===== src/rtl/pacman_ctrl_cmd_queue_if.sv =====
// pacman_ctrl_cmd_queue_if
// Turn-command stream between the keyboard command queue (master) and the
// Pac-Man movement FSM (slave). The master offers cmd_dir with cmd_valid and
// the slave takes the head by raising cmd_ready.

interface pacman_ctrl_cmd_queue_if;
    logic       cmd_valid;
    logic       cmd_ready;
    logic [1:0] cmd_dir;

    modport master (
        output cmd_valid,
        output cmd_dir,
        input  cmd_ready
    );

    modport slave (
        input  cmd_valid,
        input  cmd_dir,
        output cmd_ready
    );
endinterface


===== src/rtl/pacman_ctrl_cmd_queue.sv =====
// pacman_ctrl_cmd_queue
// Turns the 32-bit keyboard control word from the SoC PIO (four HID keycode
// slots) into a FIFO of 2-bit turn commands (00 up, 01 down, 10 left,
// 11 right) and a one-cycle pause pulse on a new Esc press.
// Optional feature: define CTRL_DEDUP_EN to drop a push whose direction
// equals the entry currently at the tail of a non-empty FIFO.

module pacman_ctrl_cmd_queue #(
    parameter int DEPTH   = 4,
    parameter int TIMEOUT = 0
) (
    input  logic                       clk_clk,
    input  logic                       reset_reset_n,
    input  logic [31:0]                control_in,
    pacman_ctrl_cmd_queue_if.master    cmd,
    output logic                       pause_pulse,
    output logic                       overflow,
    output logic [$clog2(DEPTH):0]     level
);

    localparam int PTR_W = $clog2(DEPTH);
    localparam int LVL_W = PTR_W + 1;

    localparam logic [LVL_W-1:0] FULL_LEVEL = LVL_W'(DEPTH);
    localparam logic             EXPIRY_EN  = (TIMEOUT > 0);
    // The head is discarded on the edge at which its age would reach TIMEOUT,
    // so it stays visible for exactly TIMEOUT cycles.
    localparam logic [23:0]      AGE_LAST   = (TIMEOUT > 0) ? 24'(TIMEOUT - 1) : 24'd0;

    localparam logic [7:0] KEY_UP_ARROW    = 8'h52;
    localparam logic [7:0] KEY_W           = 8'h1A;
    localparam logic [7:0] KEY_DOWN_ARROW  = 8'h51;
    localparam logic [7:0] KEY_S           = 8'h16;
    localparam logic [7:0] KEY_LEFT_ARROW  = 8'h50;
    localparam logic [7:0] KEY_A           = 8'h04;
    localparam logic [7:0] KEY_RIGHT_ARROW = 8'h4F;
    localparam logic [7:0] KEY_D           = 8'h07;
    localparam logic [7:0] KEY_ESC         = 8'h29;

    // {is_direction, direction} for one keycode
    function automatic logic [2:0] decode_dir(input logic [7:0] code);
        case (code)
            KEY_UP_ARROW,    KEY_W: return 3'b1_00;
            KEY_DOWN_ARROW,  KEY_S: return 3'b1_01;
            KEY_LEFT_ARROW,  KEY_A: return 3'b1_10;
            KEY_RIGHT_ARROW, KEY_D: return 3'b1_11;
            default:                return 3'b0_00;
        endcase
    endfunction

    // True when any of the four slots of word holds code
    function automatic logic held_in(input logic [7:0] code, input logic [31:0] word);
        logic hit;
        hit = 1'b0;
        for (int s = 0; s < 4; s++) begin
            if (word[8*s +: 8] == code) hit = 1'b1;
        end
        return hit;
    endfunction

    logic [31:0]      cur_q;
    logic [31:0]      prev_q;

    logic [1:0]       mem [DEPTH];
    logic [PTR_W-1:0] wr_ptr;
    logic [PTR_W-1:0] rd_ptr;
    logic [23:0]      age;
    logic [1:0]       last_dir;

    logic [3:0]       slot_dir_new;
    logic [3:0]       slot_esc_new;
    logic [1:0]       slot_dir [4];

    logic             push_req;
    logic [1:0]       push_dir;
    logic             esc_new;
    logic             dup;
    logic             valid;
    logic             full;
    logic             pop;
    logic             expire;
    logic             remove;
    logic             do_push;
    logic             drop;
    logic [1:0]       head_dir;

    // Two-stage capture of the PIO word so presses are judged against the previous sample
    always_ff @(posedge clk_clk or negedge reset_reset_n) begin
        if (!reset_reset_n) begin
            cur_q  <= 32'd0;
            prev_q <= 32'd0;
        end else begin
            cur_q  <= control_in;
            prev_q <= cur_q;
        end
    end

    // Per-slot new-press detection; a key that merely moved slots was already in prev_q
    always_comb begin
        slot_dir_new = 4'b0000;
        slot_esc_new = 4'b0000;
        for (int i = 0; i < 4; i++) begin
            logic [2:0] dec;
            logic       fresh;
            dec         = decode_dir(cur_q[8*i +: 8]);
            fresh       = !held_in(cur_q[8*i +: 8], prev_q);
            slot_dir[i] = dec[1:0];
            if (fresh && dec[2])                       slot_dir_new[i] = 1'b1;
            if (fresh && cur_q[8*i +: 8] == KEY_ESC)   slot_esc_new[i] = 1'b1;
        end
    end

    // Lowest-index slot with a new direction wins; the rest are discarded
    always_comb begin
        push_dir = slot_dir[0];
        for (int i = 3; i >= 0; i--) begin
            if (slot_dir_new[i]) push_dir = slot_dir[i];
        end
    end

    assign push_req = |slot_dir_new;
    assign esc_new  = |slot_esc_new;

    assign valid    = (level != '0);
    assign full     = (level == FULL_LEVEL);
    assign head_dir = mem[rd_ptr];

`ifdef CTRL_DEDUP_EN
    logic [PTR_W-1:0] tail_ptr;
    assign tail_ptr = wr_ptr - PTR_W'(1);
    assign dup      = valid && (push_dir == mem[tail_ptr]);
`else
    assign dup      = 1'b0;
`endif

    assign pop     = valid && cmd.cmd_ready;
    assign expire  = EXPIRY_EN && valid && (age == AGE_LAST);
    assign remove  = pop || expire;
    assign do_push = push_req && !dup && (!full || remove);
    assign drop    = push_req && !dup && full && !remove;

    assign cmd.cmd_valid = valid;
    assign cmd.cmd_dir   = valid ? head_dir : last_dir;

    // FIFO storage; cleared on reset so the head never shows stale X data
    always_ff @(posedge clk_clk or negedge reset_reset_n) begin
        if (!reset_reset_n) begin
            for (int i = 0; i < DEPTH; i++) mem[i] <= 2'b00;
        end else if (do_push) begin
            mem[wr_ptr] <= push_dir;
        end
    end

    // Pointer and occupancy bookkeeping; push and removal in one cycle cancel in level
    always_ff @(posedge clk_clk or negedge reset_reset_n) begin
        if (!reset_reset_n) begin
            wr_ptr <= '0;
            rd_ptr <= '0;
            level  <= '0;
        end else begin
            if (do_push) wr_ptr <= wr_ptr + PTR_W'(1);
            if (remove)  rd_ptr <= rd_ptr + PTR_W'(1);
            case ({do_push, remove})
                2'b10:   level <= level + LVL_W'(1);
                2'b01:   level <= level - LVL_W'(1);
                default: level <= level;
            endcase
        end
    end

    // Head age: restarts whenever a different entry becomes head, counts while it waits
    always_ff @(posedge clk_clk or negedge reset_reset_n) begin
        if (!reset_reset_n) begin
            age <= 24'd0;
        end else if (!EXPIRY_EN) begin
            age <= 24'd0;
        end else if (remove || (do_push && !valid)) begin
            age <= 24'd0;
        end else if (valid) begin
            age <= age + 24'd1;
        end
    end

    // Remember the presented direction so it holds once the FIFO drains
    always_ff @(posedge clk_clk or negedge reset_reset_n) begin
        if (!reset_reset_n) begin
            last_dir <= 2'b00;
        end else begin
            last_dir <= cmd.cmd_dir;
        end
    end

    // Registered single-cycle status pulses
    always_ff @(posedge clk_clk or negedge reset_reset_n) begin
        if (!reset_reset_n) begin
            pause_pulse <= 1'b0;
            overflow    <= 1'b0;
        end else begin
            pause_pulse <= esc_new;
            overflow    <= drop;
        end
    end

endmodule


===== src/flat_wrapper.sv =====
// flat-port wrapper written by rule: the top's interface ports become plain ports
module pacman_ctrl_cmd_queue_flat 
#(
    parameter int DEPTH   = 4,
    parameter int TIMEOUT = 0
)
  (clk_clk, reset_reset_n, control_in, pause_pulse, overflow, level, cmd_cmd_valid, cmd_cmd_dir, cmd_cmd_ready);
  pacman_ctrl_cmd_queue_if cmd_i ();
  input  logic clk_clk;
  input  logic reset_reset_n;
  input  logic [31:0] control_in;
  output logic pause_pulse;
  output logic overflow;
  output logic [$clog2(DEPTH):0] level;
  output wire logic [$bits(cmd_i.cmd_valid)-1:0] cmd_cmd_valid;
  output wire logic [$bits(cmd_i.cmd_dir)-1:0] cmd_cmd_dir;
  input wire logic [$bits(cmd_i.cmd_ready)-1:0] cmd_cmd_ready;
  assign cmd_cmd_valid = cmd_i.cmd_valid;
  assign cmd_cmd_dir = cmd_i.cmd_dir;
  assign cmd_i.cmd_ready = cmd_cmd_ready;
  pacman_ctrl_cmd_queue #(.DEPTH(DEPTH), .TIMEOUT(TIMEOUT)) u_core (.clk_clk(clk_clk), .reset_reset_n(reset_reset_n), .control_in(control_in), .cmd(cmd_i), .pause_pulse(pause_pulse), .overflow(overflow), .level(level));
endmodule

===== config.mk =====
export PLATFORM = sky130hd
export DESIGN_NAME = pacman_ctrl_cmd_queue_flat
export DESIGN_NICKNAME = d
export VERILOG_FILES = /design/src/rtl/pacman_ctrl_cmd_queue_if.sv /design/src/rtl/pacman_ctrl_cmd_queue.sv /design/src/flat_wrapper.sv
export SDC_FILE = /design/constraint.sdc
export NUM_CORES = 1
export LEC_CHECK = 0
export CAP_MARGIN = 25
export CORE_MARGIN = 3
export CORE_UTILIZATION = 30
export DETAILED_ROUTE_END_ITERATION = 8
export GPL_TIMING_DRIVEN = 1
export MAX_ROUTING_LAYER = met4
export PLACE_DENSITY = 0.56
export SYNTH_ARGS = -nofsm -noshare
export SYNTH_HDL_FRONTEND = slang
export SYNTH_SLANG_ARGS = --single-unit

===== constraint.sdc =====
create_clock -name clk_clk -period 3.7 [get_ports clk_clk]
set_input_delay 0.555 -clock clk_clk [delete_from_list [all_inputs] [get_ports clk_clk]]
set_output_delay 0.555 -clock clk_clk [all_outputs]
set_load 0.05 [all_outputs]

==> key figures, run 1 <==
Floorplan
  • I/O pin cnt: 43
  • Die area: 0.01795 mm²
  • Die Wd: 134.0 µm
  • Die H: 134.0 µm
  • Core Rows: 46
  • Core area: 0.01594 mm²
  • Initial Utilization: 30.81%

Global routing
  • First-pass GRT wire length: 20.97 mm
  • Initial antenna violation count: 0
  • Vias in the first global route: 3642
  • Grt total ovfl: 0
  • Largest net degree at the start of global routing: 84
  • Total GRT Usage: 15.82%

STA
  • Final Cycle Share: 90.99%
  • Post-layout minimum cycle time: 3.367 ns
  • RSZ-0062 raised after global routing: false
  • Fmax: 0.2970 GHz
  • Clock Skews: 0.008627 ns
  • Slew margin rel.: 61.07%
  • Pins Over Slew Limit: 0
  • Final hold violations: 0
  • Post-route setup slack: 0.3333 ns
  • Finish-stage setup viols: 0
  • Worst-Margin Slew: 0.5786 ns
  • Post-route setup TNS: 0 ns

Drt
  • Pre-antenna DRT Iters: 4
  • Met2 Wirelength: 5.671 mm
  • Metal3 WL: 865 µm
  • # DRC: 0
  • Top sig layer: met4
  • Drt via density: 4.961
  • Routed Antenna Nets: 0
  • Iteration-0 DRC Markers: 323
  • Metal-1 WL: 5.819 mm
  • WL/cell: 18.08 µm
  • Routed via count: 3527
  • Final WL: 12.86 mm

Clock tree
  • Cts repair resizes: 0
  • Reg clk slew, reported paths: 0.06 ns
  • Clock H-tree levels: 3
  • CTS tree: built
  • CTS Buf Count: 9
  • Cts hold-fix bufs: 0
  • Clk buf depth: 2
  • CTS Sinks: 83
  • Clock root cell: clkbuf_16
  • Post-CTS setup buffers: 0
  • Clk_lat worst skew: 0.35 ns

Power
  • Leak Pwr: 2.201 nW
  • PD cells: 494.2 mW/mm²
  • Peak supply drop: 0.0003533 V

Yosys
  • Number of register bits inferred by synthesis: 83
  • Yosys cell types: 61
  • Sequential element share of the synthesized area: 42.28%
  • EDFF count, synth: 0
  • Main flop type after synthesis: dfrtp_1
  • Mapped Area: 0.004912 mm²
  • Synthesized Nets: 506
  • Yosys warnings: 0
  • Synthesized netlist cell count: 465
  • Synth Area per Inst: 10.56 µm²
  • Async SR Flop Fraction: 100.0%

Worst setup path
  • Critical path origin: u_core.cur_q[3]$_DFF_PN0_
  • Crit Path Class: reg2reg
  • Worst path arrival time: 3.64 ns
  • Crit path capture type: flip-flop
  • Flop-to-flop setup slack: 0.33 ns
  • Critical Path Start Type: flip-flop
  • Crit Reg-Reg Startpoint: u_core.cur_q[3]$_DFF_PN0_
  • CP required: 3.97 ns
  • CP Max Fanout: 14

Placement
  • Placement Setup Slack: 0.3145 ns
  • Dpl cells: 694
  • Post-DP HPWL: 9.167 mm
  • IO buf count: 42
  • Placer congestion estimate: 0.9348

Cells and area
  • Diodes inserted: 0
  • # fillers: 1586
  • Multi-input logic area: 0.002572 mm²
  • Register Area: 0.002077 mm²
  • Area grow syn2layout: 16.58%
  • Final net count: 531
  • Most common cell after layout, fill and taps aside: dfrtp_1
  • Share of cells above drive strength 1: 8.687%
  • Most frequent cells in the layout: dfrtp_1, xor2_1, xnor2_1
  • Finished Layout Cells: 711

Hold path
  • Worst Hold Class: in2async

Run status
  • Status: complete, no violations

Flow run
  • Maxcap violations: 0
-- power breakdown --
part | internal (mW) | switching, mW
combinational | 0.344 | 0.362
sequential | 1.02 | 0.188
clock | 0.527 | 0.386
total | 1.90 | 0.935
-- flip-flops by register name, summed over array words and instances, names as in the netlist --
| register | flops |
|---|---|
| u_core.cur_q | 32 |
| u_core.prev_q | 32 |
| u_core.mem | 8 |
| u_core.level | 3 |
| u_core.last_dir | 2 |
| u_core.rd_ptr | 2 |
| u_core.wr_ptr | 2 |
| u_core.overflow | 1 |
| u_core.pause_pulse | 1 |
-- metrics by stage --
| stage | power (mW) | hold WS (ns) | util, % | area [µm²] |
|---|---|---|---|---|
| 2_1_floorplan | 1.713 | 0.2594 | - | 4912 |
| 3_3_place_gp | 1.918 | 0.4815 | 33.90 | 5405 |
| 3_5_place_dp | 1.937 | 0.4909 | 33.90 | 5405 |
| 4_1_cts | 2.871 | 0.4353 | 35.80 | 5707 |
| 5_1_grt | 2.982 | 0.2082 | 35.92 | 5727 |
| 6_report | 2.830 | 0.1771 | 35.92 | 5727 |
-- synth_stat cells, drive strengths merged, types with 2 or more instances --
cell type / number / area (µm²)
dfrtp: 83 / 2077
xor2: 69 / 604.3
xnor2: 68 / 595.6
buf: 32 / 225.2
nand2: 27 / 108.9
nor4: 23 / 150.1
nor2: 22 / 82.58
nand4: 19 / 118.9
a21oi: 11 / 55.05
nor3: 9 / 45.04
o21ai: 9 / 48.80
inv: 8 / 30.03
nand2b: 8 / 52.55
mux2: 7 / 82.57
nor2b: 6 / 37.54
ha: 5 / 62.56
a41oi: 4 / 35.03
nand3b: 4 / 30.03
nand4b: 3 / 26.28
nor4b: 3 / 26.28
o211ai: 3 / 22.52
a211oi: 2 / 15.01
and2: 2 / 12.51
and3: 2 / 12.51
clkbuf: 2 / 7.510
mux2i: 2 / 20.02
mux4: 2 / 45.04
nand3: 2 / 10.01
nor3b: 2 / 15.01
o22ai: 2 / 12.51
o31a: 2 / 17.52
or3: 2 / 12.51
or4b: 2 / 23.77
-- kinds of logic after synthesis --
group | after synthesis | share of synthesized area, %
simple gates | 142 | 16.68
xor+xnor | 137 | 24.43
flops | 83 | 42.28
compound gates | 44 | 6.572
buf+inv | 42 | 5.349
mux | 11 | 3.005
fa+ha+maj | 6 | 1.681
-- metal layers --
metal  up-vias  GRT usage, %
met5         -             -
met3        39         3.676
met4         0         7.029
met2       127         22.82
li1       1642             -
met1      1719         21.23
-- worst max-delay path, cell delays in order (launching register included) --
cell and delay [ns]:
dfrtp_1 0.60, nand2b_1 0.27, a21oi_1 0.09, o21ai_0 0.27
buf_4 0.18, a21boi_2 0.07, or4_4 0.65, nand2b_2 0.14
ha_1 0.19, inv_1 0.06, fa_1 0.37, xor2_1 0.15
nor2_1 0.11, xor2_1 0.15
-- area by class of cell --
cell class | instances | share of cell area (%)
Sequential cell | 83 | 36.27
Clock buffer | 9 | 3.933
Timing Repair Buffer | 48 | 8.302
Multi-Input combinational cell | 340 | 44.92
Tap cell | 216 | 4.719
Inverter | 8 | 0.5244
Clock inverter | 7 | 1.333
-- path summary, 6_finish.rpt --
kind,end,depth (start not counted)
hold reg to reg,u_core.last_dir[1]$_DFF_PN0_,1
setup reg to reg,u_core.level[2]$_DFFE_PN0P_,13
hold / removal,u_core.cur_q[13]$_DFF_PN0_,1
max in group asynchronous,u_core.cur_q[30]$_DFF_PN0_,2
min in group clk_clk,u_core.last_dir[1]$_DFF_PN0_,1
setup / recovery,u_core.level[2]$_DFFE_PN0P_,13
Power figures use the tool's default switching activity.
==> inputs of run 2 (changes only) <==
--- a/config.mk
+++ b/config.mk
@@ -5,6 +5,7 @@
 export SDC_FILE = /design/constraint.sdc
 export NUM_CORES = 1
 export LEC_CHECK = 0
+export ABC_CLOCK_PERIOD_IN_PS = 3700
 export CAP_MARGIN = 25
 export CORE_MARGIN = 3
 export CORE_UTILIZATION = 30
@@ -12,6 +13,7 @@
 export GPL_TIMING_DRIVEN = 1
 export MAX_ROUTING_LAYER = met4
 export PLACE_DENSITY = 0.56
+export SLEW_MARGIN = 10
 export SYNTH_ARGS = -nofsm -noshare
 export SYNTH_HDL_FRONTEND = slang
 export SYNTH_SLANG_ARGS = --single-unit
==> results of run 2 <==
No change in the layout: final DEF, timing and power equal those of run 1.
